File: src/rtl/instr_prefetch_queue.sv
// instr_prefetch_queue: sequential instruction fetch front end with a DEPTH-entry response queue and redirect flush
// Ports:
//   clk_i, rst_i                          clock, asynchronous active-high reset
//   mem_req_valid_o/ready_i/addr_o        word-aligned fetch requests, one per handshake
//   mem_rsp_valid_i, mem_rsp_data_i       in-order responses, latency >= 1, no backpressure
//   redirect_i, redirect_pc_i             flush queue, drop in-flight responses, restart fetch
//   instr_valid_o/ready_i, instr_o, pc_o  registered queue head towards decode
//   misalign_o                            sticky misaligned-redirect fault (IPQ_MISALIGN_CHK_EN only)
// Optional feature macro: IPQ_MISALIGN_CHK_EN
module instr_prefetch_queue #(
  parameter int XLEN = 32,
  parameter int DEPTH = 4,
  parameter logic [XLEN-1:0] RESET_PC = '0
) (
  input  logic            clk_i,
  input  logic            rst_i,
  output logic            mem_req_valid_o,
  input  logic            mem_req_ready_i,
  output logic [XLEN-1:0] mem_req_addr_o,
  input  logic            mem_rsp_valid_i,
  input  logic [31:0]     mem_rsp_data_i,
  input  logic            redirect_i,
  input  logic [XLEN-1:0] redirect_pc_i,
  output logic            instr_valid_o,
  input  logic            instr_ready_i,
  output logic [31:0]     instr_o,
  output logic [XLEN-1:0] pc_o
`ifdef IPQ_MISALIGN_CHK_EN
  ,
  output logic            misalign_o
`endif
);
  localparam int AW = $clog2(DEPTH);
  localparam int CW = AW + 1;
  localparam logic [CW:0] CAP = (CW+1)'(DEPTH);
  logic [XLEN-1:0] fetch_pc, rsp_pc, tgt;
  logic [CW-1:0] count, inflight, drop, count_rem, inflight_n;
  logic [AW-1:0] rd_ptr, wr_ptr, rd_n;
  logic [31:0] q_instr [DEPTH];
  logic [XLEN-1:0] q_pc [DEPTH];
  logic halted, req_hs, pop, push, drop_rsp;
  assign tgt = redirect_pc_i & ~XLEN'(3);
  // credits cover both queued and in-flight words, so a response always finds a free slot
  assign mem_req_valid_o = !rst_i && !halted && ({1'b0, count} + {1'b0, inflight} < CAP);
  assign mem_req_addr_o = fetch_pc;
  assign instr_valid_o = count != '0;
  assign req_hs = mem_req_valid_o && mem_req_ready_i;
  assign pop = instr_valid_o && instr_ready_i;
  assign drop_rsp = mem_rsp_valid_i && drop != '0;
  assign push = mem_rsp_valid_i && drop == '0 && !redirect_i;
  assign count_rem = count - CW'(pop);
  assign rd_n = rd_ptr + AW'(pop);
  assign inflight_n = inflight + CW'(req_hs) - CW'(mem_rsp_valid_i);
  always_ff @(posedge clk_i or posedge rst_i) begin
    if (rst_i) begin
      fetch_pc <= RESET_PC;
      rsp_pc <= RESET_PC;
      count <= '0;
      inflight <= '0;
      drop <= '0;
      rd_ptr <= '0;
      wr_ptr <= '0;
      instr_o <= '0;
      pc_o <= '0;
    end else begin
      inflight <= inflight_n;
      if (redirect_i) begin
        count <= '0;
        rd_ptr <= '0;
        wr_ptr <= '0;
        fetch_pc <= tgt;
        rsp_pc <= tgt;
        drop <= inflight_n;
      end else begin
        count <= count_rem + CW'(push);
        rd_ptr <= rd_n;
        if (req_hs) fetch_pc <= fetch_pc + XLEN'(4);
        if (drop_rsp) drop <= drop - CW'(1);
        if (push) begin
          wr_ptr <= wr_ptr + AW'(1);
          rsp_pc <= rsp_pc + XLEN'(4);
        end
        // head register: next stored entry, or bypass the arriving word into an empty queue
        if (count_rem != '0) begin
          instr_o <= q_instr[rd_n];
          pc_o <= q_pc[rd_n];
        end else if (push) begin
          instr_o <= mem_rsp_data_i;
          pc_o <= rsp_pc;
        end
      end
    end
  end
  always_ff @(posedge clk_i) begin
    if (push) begin
      q_instr[wr_ptr] <= mem_rsp_data_i;
      q_pc[wr_ptr] <= rsp_pc;
    end
  end
`ifdef IPQ_MISALIGN_CHK_EN
  always_ff @(posedge clk_i or posedge rst_i) begin
    if (rst_i) misalign_o <= 1'b0;
    else if (redirect_i) misalign_o <= |redirect_pc_i[1:0];
  end
  assign halted = misalign_o;
`else
  assign halted = 1'b0;
`endif
endmodule

File: config.mk
export PLATFORM = sky130hd
export DESIGN_NAME = instr_prefetch_queue
export DESIGN_NICKNAME = d
export VERILOG_FILES = /design/src/rtl/instr_prefetch_queue.sv
export SDC_FILE = /design/constraint.sdc
export NUM_CORES = 1
export LEC_CHECK = 0
export BUFFER_PORTS_ARGS = -buffer_cell sky130_fd_sc_hd__buf_2
export CORE_MARGIN = 10
export CORE_UTILIZATION = 40
export DETAILED_ROUTE_END_ITERATION = 8
export PLACE_DENSITY = 0.57
export RECOVER_POWER = 100
export SLEW_MARGIN = 10
export SYNTH_ARGS = -nofsm -noshare
export SYNTH_HDL_FRONTEND = slang
export SYNTH_SLANG_ARGS = --single-unit
File: constraint.sdc
create_clock -name clk_i -period 5.7 [get_ports clk_i]
set_clock_uncertainty 0.05 [all_clocks]
set_input_delay 0.285 -clock clk_i [delete_from_list [all_inputs] [get_ports clk_i]]
set_output_delay 0.285 -clock clk_i [all_outputs]
set_load 0.01 [all_outputs]
==> out/metrics.csv, run 1 <==
metric,value,unit
clock_path_buffers,3,
reg2reg_from,count[2],
totalNegativeSetupSlack,0,ns
width_of_the_die,219,um
grt_start_max_net_pins,95,
unrepaired_setup_endpoints_after_global_routing,no,
cts_max_level,2,
drive_gt1_share,14.6,%
clkTransAtPathRegs,0.06,ns
routability_driven_placement_congestion_ratio,0.794,
slowest_stage,clkbuf_2,
ys_seq_area_share,68.1,%
effective_utilization_at_floorplan,40.8,%
design.core.area,39000,um^2
async_reset_ff_share,35.2,%
die_height,219,um
synthesis.instances,1036,
final_critical_path_setup_slack,1.39,ns
run_status,"finished, violations left",
ctsResizeCount,0,
sequence_of_cells_on_the_critical_path,"or3_1, and2_0, ha_1, ha_1, and2_0, a31oi_4, clkbuf_2, o32ai_1, nor2_1",
most_frequent_standard_cell_in_the_layout_excluding_fill_and_tap_cells,edfxtp_1,
ant_nets,0,
synth_ff_type,edfxtp_1,
wl,38.0,mm
p_leak,6.56,nW
postPlaceCellArea,17300,um^2
holdCritPathClass,input port to flip-flop,
timing_max_transition_violations_final,305,
worst-path-max-fanout,94,
critPathMaxStageDelay,1.60,ns
cp-start-kind,flip-flop,
syn_area_per_cell,15.3,um^2
hpwl,22.8,mm
global_route_usage_over_all_layers,15.9,%
grt_pass1_vias,10110,
routedWlPerCell,21.1,um
reg2reg_setup_slack,1.39,ns
dpl_worst_slack,2.15,ns
layout_common_cells,"edfxtp_1, clkbuf_1, dfrtp_1",
final_cell_area,18900,um^2
cts_buf_count,42,
insertion_delay,0.55,ns
first_pass_iters,5,
min_path_cells,3,
worst-endpoint-required,6.10,ns
post_synthesis_sequential_element_count,383,
tightest_slew,3.57,ns
global_route.overflow_total,0,
area_growth_syn_to_layout,19.0,%
syn_warnings,0,
final_worst_path_period_need,4.31,ns
max_freq,232,MHz
hold_path_start,redirect_pc_i[24],
first_iter_violations,547,
total_die_area,48100,um^2
synthesis.area,15900,um^2
timing.critical_path.arrival,4.71,ns
stdcell_count,1802,
r2r-end,pc_o[30],
hold_slack,0.0386,ns
num_vias,9491,
whs_endpoint,mem_req_addr_o[24],
drc_errors,0,
drv_cap,6,
antenna_cells_inserted,0,
failing_checks,"max-capacitance violations, max-slew violations",
ff2ff_path_depth,9,
count_of_flip_flops_with_a_built_in_enable_after_synthesis,248,
relSlewSlack,-138,%
viasPerCell,5.27,
ys_types,46,
final.fill_count,3455,
report.final.hold_viol_count,0,
place_inst,1676,
report.final.setup_viol,0,
nets,1338,
clock-sinks,383,
cts_root_cell,clkbuf_16,
endpoint_kind,flip-flop,
antenna_found_initial,0,
core.rowCount,72,
place.port_buffers,161,
critical_path_class,flip-flop to flip-flop,
power.ir.vdd_worst,0.000317,V
cellPowerDensity,491,nW/um^2
finalCritPeriodShare,75.6,%
number_of_top_level_pins,168,
grt_first_pass_wirelength,59.7,mm
tritoncts,done,
[cells by family (layout without fill, tap and decap cells)]
logic type                 count (synthesis)  count (layout)  share of synthesized area [%]
xor gates and xnor gates                  56              56                           3.08
adders and majority gates                 18              18                           1.46
AOI/OAI and AO/OA                        125             125                           5.30
other                                      1               4                         0.0236
muxes                                    107             107                           11.7
and+or+nand+nor                          265             265                           8.25
DFF                                      383             383                           68.1
buffers and inverters                     81             326                           2.08
[layer usage]
metal	share of wire (%)	vias up	routed length, um	GRT usage, %
met5	0	-	0	0
met4	1.8	0	690	4.07
met3	6.1	44	2300	3.77
met2	46	228	17700	25.1
met1	46	4858	17300	21.6
li1	-	4361	-	-
[power by group]
part	internal, mW	switching [mW]	total [mW]
logic	1.33	1.71	3.04
registers	3.37	0.268	3.64
clock network	1.54	1.08	2.62
[final cells by class]
cell class,count,area [um^2],share of cell area (%)
Clock buffer,63,1150,6.08
Timing Repair Buffer,225,1230,6.52
Inverter,23,86.3,0.456
Tap cell,518,648,3.43
Multi-Input combinational cell,575,4800,25.4
Clock inverter,15,178,0.939
Sequential cell,383,10800,57.2
[Yosys cell counts (21+ instances only)]
cell	instances	area, um^2
nor2_1	112	420
a21boi_0	23	173
o32ai_1	30	263
mux4_2	62	1400
nand3_1	22	110
clkbuf_1	31	116
edfxtp_1	248	7450
inv_1	21	78.8
nand2_1	29	109
a21oi_1	45	225
mux2i_1	32	320
xnor2_1	29	254
xor2_1	27	236
dfrtp_1	135	3380
[through the flow]
step           utilization, %  power, mW
2_1_floorplan               -       5.83
3_3_place_gp             44.4       6.80
3_5_place_dp             44.4       6.84
4_1_cts                  49.0       9.51
5_1_grt                  48.5       9.89
6_report                 48.5       9.30
[how the worst max path moves through the flow]
stage               cells after the start      from  slack [ns]            end
global placement                        7  count[2]        2.21    instr_o[23]
detailed placement                      8  count[2]        2.15       pc_o[13]
floorplan                               1     rst_i        1.75       count[0]
global route                            6   drop[0]        0.96  q_instr[1][4]
CTS                                     8  count[2]        2.12       pc_o[13]
finish                                  9  count[2]        1.39       pc_o[30]
[flip-flops by register name, indices dropped and copies added (netlist names)]
register	cells
count	3
drop	3
inflight	3
instr_o	32
mem_req_addr_o	30
pc_o	30
q_instr	128
q_pc	120
rd_ptr	2
rsp_pc	30
wr_ptr	2
[repair_timing]
| action | CTS | global route |
|---|---|---|
| endpoints found under the hold margin | 239 | 0 |
| hold buffers | 48 | 0 |
| buffers inserted | 0 | 0 |
[worst max-delay path: cells and delay by family, from the launching register on]
family | cells | cell delay [ns]
buffers and inverters | 1 | 1.60
and+or+nand+nor | 4 | 1.09
adders and majority gates | 2 | 0.52
AOI/OAI and AO/OA | 2 | 0.50
DFF | 1 | 0.41
Note: power is estimated with default switching activity, not from simulation.
==> inputs of run 2 (changes only) <==
==> constraint.sdc (replaced) <==
create_clock -name clk_i -period 4.4 [get_ports clk_i]
set_clock_uncertainty 0.05 [all_clocks]
set_input_delay 0.22 -clock clk_i [delete_from_list [all_inputs] [get_ports clk_i]]
set_output_delay 0.22 -clock clk_i [all_outputs]
set_load 0.01 [all_outputs]
==> out/metrics.csv, run 2 (same netlist as run 1, synthesis figures left out) <==
metric,value,unit,change
worst-endpoint-required,4.74,ns,-1.36 ns
endpoint_kind,flip-flop,,
hpwl,23.5,mm,+3.4%
grt_pass1_vias,10131,,+0.21%
drc_errors,0,,unchanged
num_vias,9521,,+0.32%
antenna_found_initial,0,,unchanged
timing.critical_path.buf_inv,1,,unchanged
timing_max_transition_violations_final,160,,-48%
sequence_of_cells_on_the_critical_path,"or3_1, and2_0, ha_1, ha_1, xnor2_1, nand2_2, clkbuf_2, mux2i_1, a21oi_1",,
grt_first_pass_wirelength,59.9,mm,+0.36%
report.final.hold_viol_count,0,,unchanged
drive_gt1_share,15.5,%,+0.90 points
tightest_slew,3.01,ns,-0.561 ns
width_of_the_die,219,um,unchanged
regArea,10800,um^2,unchanged
path_delay_family,simple AND/OR/NAND/NOR gates,,
report.final.setup_viol,0,,unchanged
clock-sinks,383,,unchanged
clock_path_buffers,3,,unchanged
power.ir.vdd_worst,0.000396,V,+25%
ctsResizeCount,0,,unchanged
cp_dominant_cell_by_count,ha_1,,
global_route_usage_over_all_layers,15.8,%,-0.028 points
cts_max_level,2,,unchanged
first_iter_violations,475,,-13%
final_worst_path_period_need,3.59,ns,-0.717 ns
largest_register_ff_count,128,,unchanged
number_of_top_level_pins,168,,unchanged
nets,1355,,+1.3%
viasPerCell,5.24,,-0.57%
area_growth_syn_to_layout,20.1,%,
max_freq,278,MHz,+20%
finalCritPeriodShare,81.6,%,+6.0 points
slowest_stage,clkbuf_2,,
critPathMaxStageDelay,0.74,ns,-0.86 ns
p_leak,6.66,nW,+1.5%
core.rowCount,72,,unchanged
holdCritPathClass,input port to flip-flop,,
run_status,"finished, violations left",,
wl,37.8,mm,-0.49%
place.port_buffers,161,,unchanged
layout_top_registers,"q_instr (128), q_pc (120), instr_o (32)",,
post_cts_buffers,0,,unchanged
first_pass_iters,5,,unchanged
multiInputGateArea,4800,um^2,about the same
hold_slack,0.0339,ns,-0.00471 ns
routedWlPerCell,20.8,um,-1.4%
max_flop_register,q_instr,,
critical_path_class,flip-flop to flip-flop,,
design.core.area,39000,um^2,unchanged
failing_checks,"max-capacitance violations, max-slew violations",,
unrepaired_setup_endpoints_after_global_routing,no,,
ant_nets,0,,unchanged
final.fill_count,3468,,+0.38%
cp-start-kind,flip-flop,,
routability_driven_placement_congestion_ratio,0.808,,+1.8%
drv_cap,3,,-3
most_frequent_standard_cell_in_the_layout_excluding_fill_and_tap_cells,edfxtp_1,,
effective_utilization_at_floorplan,40.8,%,unchanged
insertion_delay,0.54,ns,about the same
timing.critical_path.arrival,3.93,ns,-0.78 ns
global_route.overflow_total,0,,unchanged
cts_root_cell,clkbuf_16,,
cts_buf_count,42,,unchanged
layout_common_cells,"edfxtp_1, clkbuf_1, dfrtp_1",,
antenna_cells_inserted,0,,unchanged
tritoncts,done,,
grt_start_max_net_pins,95,,unchanged
worst-path-max-fanout,32,,-66%
cellPowerDensity,631,nW/um^2,+28%
total_die_area,48100,um^2,unchanged
totalNegativeSetupSlack,0,ns,unchanged
relSlewSlack,-101,%,+37 points
die_height,219,um,unchanged
clkTransAtPathRegs,0.06,ns,about the same
## run 2: final cells by class
| class | instances | share of cell area [%] |
|---|---|---|
| clock inverters | 15 | 0.511 |
| multi-input cells | 575 | 25.1 |
| well taps | 518 | 3.39 |
| inverters | 23 | 0.452 |
| flip-flops and latches | 383 | 56.7 |
| clock buffers | 62 | 6.34 |
| repair buffers | 242 | 7.47 |
## run 2: report_power, final
part,switching (mW),total [mW],leakage [nW],internal [mW]
Clock,1.37,3.33,0.634,1.96
Combinational,2.21,4.00,2.28,1.79
Sequential,0.348,4.71,3.75,4.36
## run 2: through the flow
step / util (%) / area (um^2) / power [mW] / setup slack [ns] / cells
floorplan: - / 15900 / 7.55 / 0.519 / 1039
global placement: 44.8 / 17500 / 8.86 / 1.32 / 1687
detailed placement: 44.8 / 17500 / 8.92 / 1.31 / 1687
CTS: 49.5 / 19300 / 12.3 / 1.28 / 1818
global route: 49.0 / 19100 / 12.8 / 0.598 / 1818
finish: 49.0 / 19100 / 12.0 / 0.809 / 1818
## run 2: worst register-to-register path: cells and delay by family, from the launching register on
family | cells | cell delay [ns]
flip-flops | 1 | 0.42
multiplexers | 1 | 0.48
adder cells (fa/ha/maj) | 2 | 0.43
AO/OA/AOI/OAI | 1 | 0.11
buffers and inverters | 1 | 0.74
AND/OR/NAND/NOR | 3 | 0.80
XOR/XNOR | 1 | 0.43
## run 2: per-layer routing
layer	up-vias	wire (um)	global-route usage, %
met5	-	0	0
met4	0	747	4.32
met3	44	2410	3.59
met2	252	17200	24.4
li1	4394	-	-
met1	4831	17400	22.1
## run 2: worst paths after layout
path                                    from                 end  slack [ns]  cells past startpoint
max reg2reg                         count[2]         instr_o[21]        0.81                      9
min reg2reg                       instr_o[0]          instr_o[0]        0.47                      2
max in group asynchronous              rst_i         instr_o[22]        1.22                      4
min in group asynchronous              rst_i         inflight[0]        1.28                      3
max                                 count[2]         instr_o[21]        0.81                      9
min                        redirect_pc_i[30]  mem_req_addr_o[30]        0.03                      3
## run 2: what timing repair did
action                                  CTS  global route
endpoints found under the setup margin    0             0
hold buffers                             54             0
endpoints found under the hold margin   253             0
==> inputs of run 3 (changes only) <==
--- a/config.mk
+++ b/config.mk
@@ -5,6 +5,7 @@
 export SDC_FILE = /design/constraint.sdc
 export NUM_CORES = 1
 export LEC_CHECK = 0
+export ABC_AREA = 1
 export BUFFER_PORTS_ARGS = -buffer_cell sky130_fd_sc_hd__buf_2
 export CORE_MARGIN = 10
 export CORE_UTILIZATION = 40
==> constraint.sdc (replaced) <==
create_clock -name clk_i -period 3.65 [get_ports clk_i]
set_clock_uncertainty 0.05 [all_clocks]
set_input_delay 0.1825 -clock clk_i [delete_from_list [all_inputs] [get_ports clk_i]]
set_output_delay 0.1825 -clock clk_i [all_outputs]
set_load 0.01 [all_outputs]
==> out/metrics.csv, run 3 <==
metric,value,unit,change
holdCritPathClass,input port to flip-flop,,
timing_max_transition_violations_final,40,,-75%
num_vias,13453,,+41%
ff2ff_path_depth,7,,-2
count_of_flip_flops_with_a_built_in_enable_after_synthesis,248,,unchanged
effective_utilization_at_floorplan,40.3,%,-0.46 points
timing.critical_path.arrival,3.47,ns,-0.46 ns
failing_checks,"max-capacitance violations, max-slew violations",,
syn_warnings,0,,unchanged
syn_area_per_cell,9.37,um^2,-39%
global_route_usage_over_all_layers,18.3,%,+2.4 points
relSlewSlack,-33.0,%,+68 points
report.final.hold_viol_count,0,,unchanged
final.fill_count,4127,,+19%
worst-endpoint-required,3.80,ns,-0.94 ns
grt_pass1_vias,13245,,+31%
cts_buf_count,44,,+4.8%
first_pass_iters,7,,+2
drv_cap,1,,-2
first_iter_violations,872,,+84%
totalNegativeSetupSlack,0,ns,unchanged
nets,2156,,+59%
report.final.setup_viol,0,,unchanged
post-route-util,48.1,%,-0.88 points
critical_path_source,drop[0],,
seq_power_share,34.3,%,-4.8 points
die_height,228,um,+4.0%
synthTopCellsByCount,"nand2_1, edfxtp_1, inv_1, dfrtp_1, nor2_1",,
grt_start_max_net_pins,125,,+32%
synthesis.area,17300,um^2,+8.9%
endpoint_kind,flip-flop,,
design.core.area,43000,um^2,+10%
post_synthesis_sequential_element_count,383,,unchanged
core.rowCount,76,,+5.6%
drive_gt1_share,6.80,%,-8.7 points
unrepaired_setup_endpoints_after_global_routing,no,,
net_switching_power_figure,7.39,mW,+88%
grt_first_pass_wirelength,76.2,mm,+27%
routability_driven_placement_congestion_ratio,0.842,,+4.2%
viasPerCell,5.00,,-4.5%
power.combinational.fraction,41.8,%,+8.6 points
largest_register_ff_count,128,,unchanged
routedWlPerCell,17.8,um,-14%
async_reset_ff_share,35.2,%,unchanged
post_cts_buffers,0,,unchanged
final_worst_path_period_need,3.32,ns,-0.268 ns
power.clock.fraction,23.9,%,-3.8 points
ctsResizeCount,0,,unchanged
synth_top_cell_by_area,edfxtp_1,,
p_total,17.5,mW,+45%
max_freq,301,MHz,+8.1%
clkTransAtPathRegs,0.06,ns,about the same
finalCritPeriodShare,91.1,%,+9.4 points
run_status,"finished, violations left",,
stdcell_count,2690,,+48%
most_frequent_standard_cell_in_the_layout_excluding_fill_and_tap_cells,nand2_1,,
ys_seq_area_share,62.5,%,-5.6 points
total_die_area,52000,um^2,+8.1%
cp-start-kind,flip-flop,,
worst-path-max-fanout,21,,-34%
drc_errors,0,,unchanged
insertion_delay,0.57,ns,+0.03 ns
synthesis.instances,1849,,+78%
multiInputGateArea,5600,um^2,+17%
ys_types,36,,-22%
tritoncts,done,,
cts_root_cell,clkbuf_16,,
clock-sinks,383,,unchanged
net_switching_fraction_of_the_power,42.3,%,+9.6 points
yosysTopAreaCellShare,43.0,%,-3.8 points
tightest_slew,1.98,ns,-1.03 ns
synth_ff_type,edfxtp_1,,
yosys.cell_count.top_type,nand2_1,,
min_path_cells,5,,+2
max_flop_register,q_instr,,
hold_path_start,mem_req_ready_i,,
width_of_the_die,228,um,+4.0%
reg2reg_from,drop[0],,
global_route.overflow_total,0,,unchanged
wl,48.0,mm,+27%
hpwl,29.0,mm,+23%
synth.top_cells.by_area,"edfxtp_1, dfrtp_1, nand2_1, inv_1, o21ai_0",,
regArea,10800,um^2,unchanged
p_leak,8.42,nW,+26%
place_inst,2543,,+51%
cell_internal_pwr,10.1,mW,+24%
number_of_top_level_pins,168,,unchanged
cellPowerDensity,846,nW/um^2,+34%
layout_top_registers,"q_instr (128), q_pc (120), instr_o (32)",,
cts_max_level,2,,unchanged
antenna_found_initial,1,,+1
area_growth_syn_to_layout,19.3,%,
ant_nets,0,,unchanged
power.ir.vdd_worst,0.000955,V,+140%
place.port_buffers,161,,unchanged
critical_path_class,flip-flop to flip-flop,,
layout_common_cells,"nand2_1, edfxtp_1, inv_1",,
clock_path_buffers,3,,unchanged
## run 3: cell count changes after synthesis, moves of 36 or more
cell / change
mux4_2: -62
inv_1: +131
o21ai_1: +44
nand3_1: +67
o21ai_0: +92
nand2_1: +627
a21oi_1: +36
## run 3: worst max-delay path, stage by stage, from the launching register on
cell and delay [ns]:
dfrtp_1 0.37, inv_1 0.10, ha_1 0.17, nand3_1 0.19, nor2_1 0.24, inv_1 0.38
nor2_2 0.74, clkbuf_2 0.68
## run 3: cell families after synthesis
family                   share of synthesized area [%]
AND/OR/NAND/NOR                                   21.6
buffers and inverters                             5.48
other                                           0.0217
flip-flops                                        62.5
AO/OA/AOI/OAI                                     7.65
XOR/XNOR                                          1.36
adder cells (fa/ha/maj)                           1.34
## run 3: cell type report
class	instances	area share, %
Inverter	155	2.83
Antenna cell	1	0.0121
Tap cell	585	3.54
Clock buffer	60	5.67
Timing Repair Buffer	255	7.51
Clock inverter	22	0.933
Sequential cell	383	52.4
Multi-Input combinational cell	1229	27.1
## run 3: worst paths after layout
kind / to / slack (ns)
hold reg to reg: instr_o[31] / 0.43
min in group asynchronous: inflight[0] / 0.66
max in group asynchronous: instr_o[3] / 0.96
setup / recovery: q_instr[3][4] / 0.33
setup reg to reg: q_instr[3][4] / 0.33
hold / removal: mem_req_addr_o[5] / 0.05
## run 3: routing by layer
metal | share of wire, % | global-route usage (%) | vias up | routed length, um
li1 | - | - | 6540 | -
met1 | 44 | 24.0 | 6464 | 21200
met2 | 48 | 29.6 | 374 | 22800
met3 | 6.1 | 4.36 | 75 | 2920
met4 | 2.1 | 5.17 | 0 | 1030
met5 | 0 | 0 | - | 0
## run 3: timing repair
action	4_1_cts	5_1_grt
hold buffers	64	0
endpoints found under the hold margin	260	0
endpoints found under the setup margin	0	0
## run 3: power by group through the flow
stage	logic, mW	clock network, mW	registers, mW
6_report	7.30	4.18	6.00
5_1_grt	8.29	4.48	6.07
4_1_cts	7.62	4.28	5.98
3_5_place_dp	7.54	0	6.06
3_3_place_gp	7.43	0	6.04
2_1_floorplan	4.85	0	6.06
## run 3: stage by stage
| step | worst slack [ns] | instance area (um^2) | hold WS (ns) |
|---|---|---|---|
| 2_1_floorplan | -0.653 | 17300 | 0.231 |
| 3_5_place_dp | 0.523 | 18900 | 0.370 |
| 5_1_grt | 0.134 | 20700 | 0.110 |
| 3_3_place_gp | 0.582 | 18900 | 0.363 |
| 4_1_cts | 0.531 | 20900 | 0.0216 |
| 6_report | 0.327 | 20700 | 0.0529 |
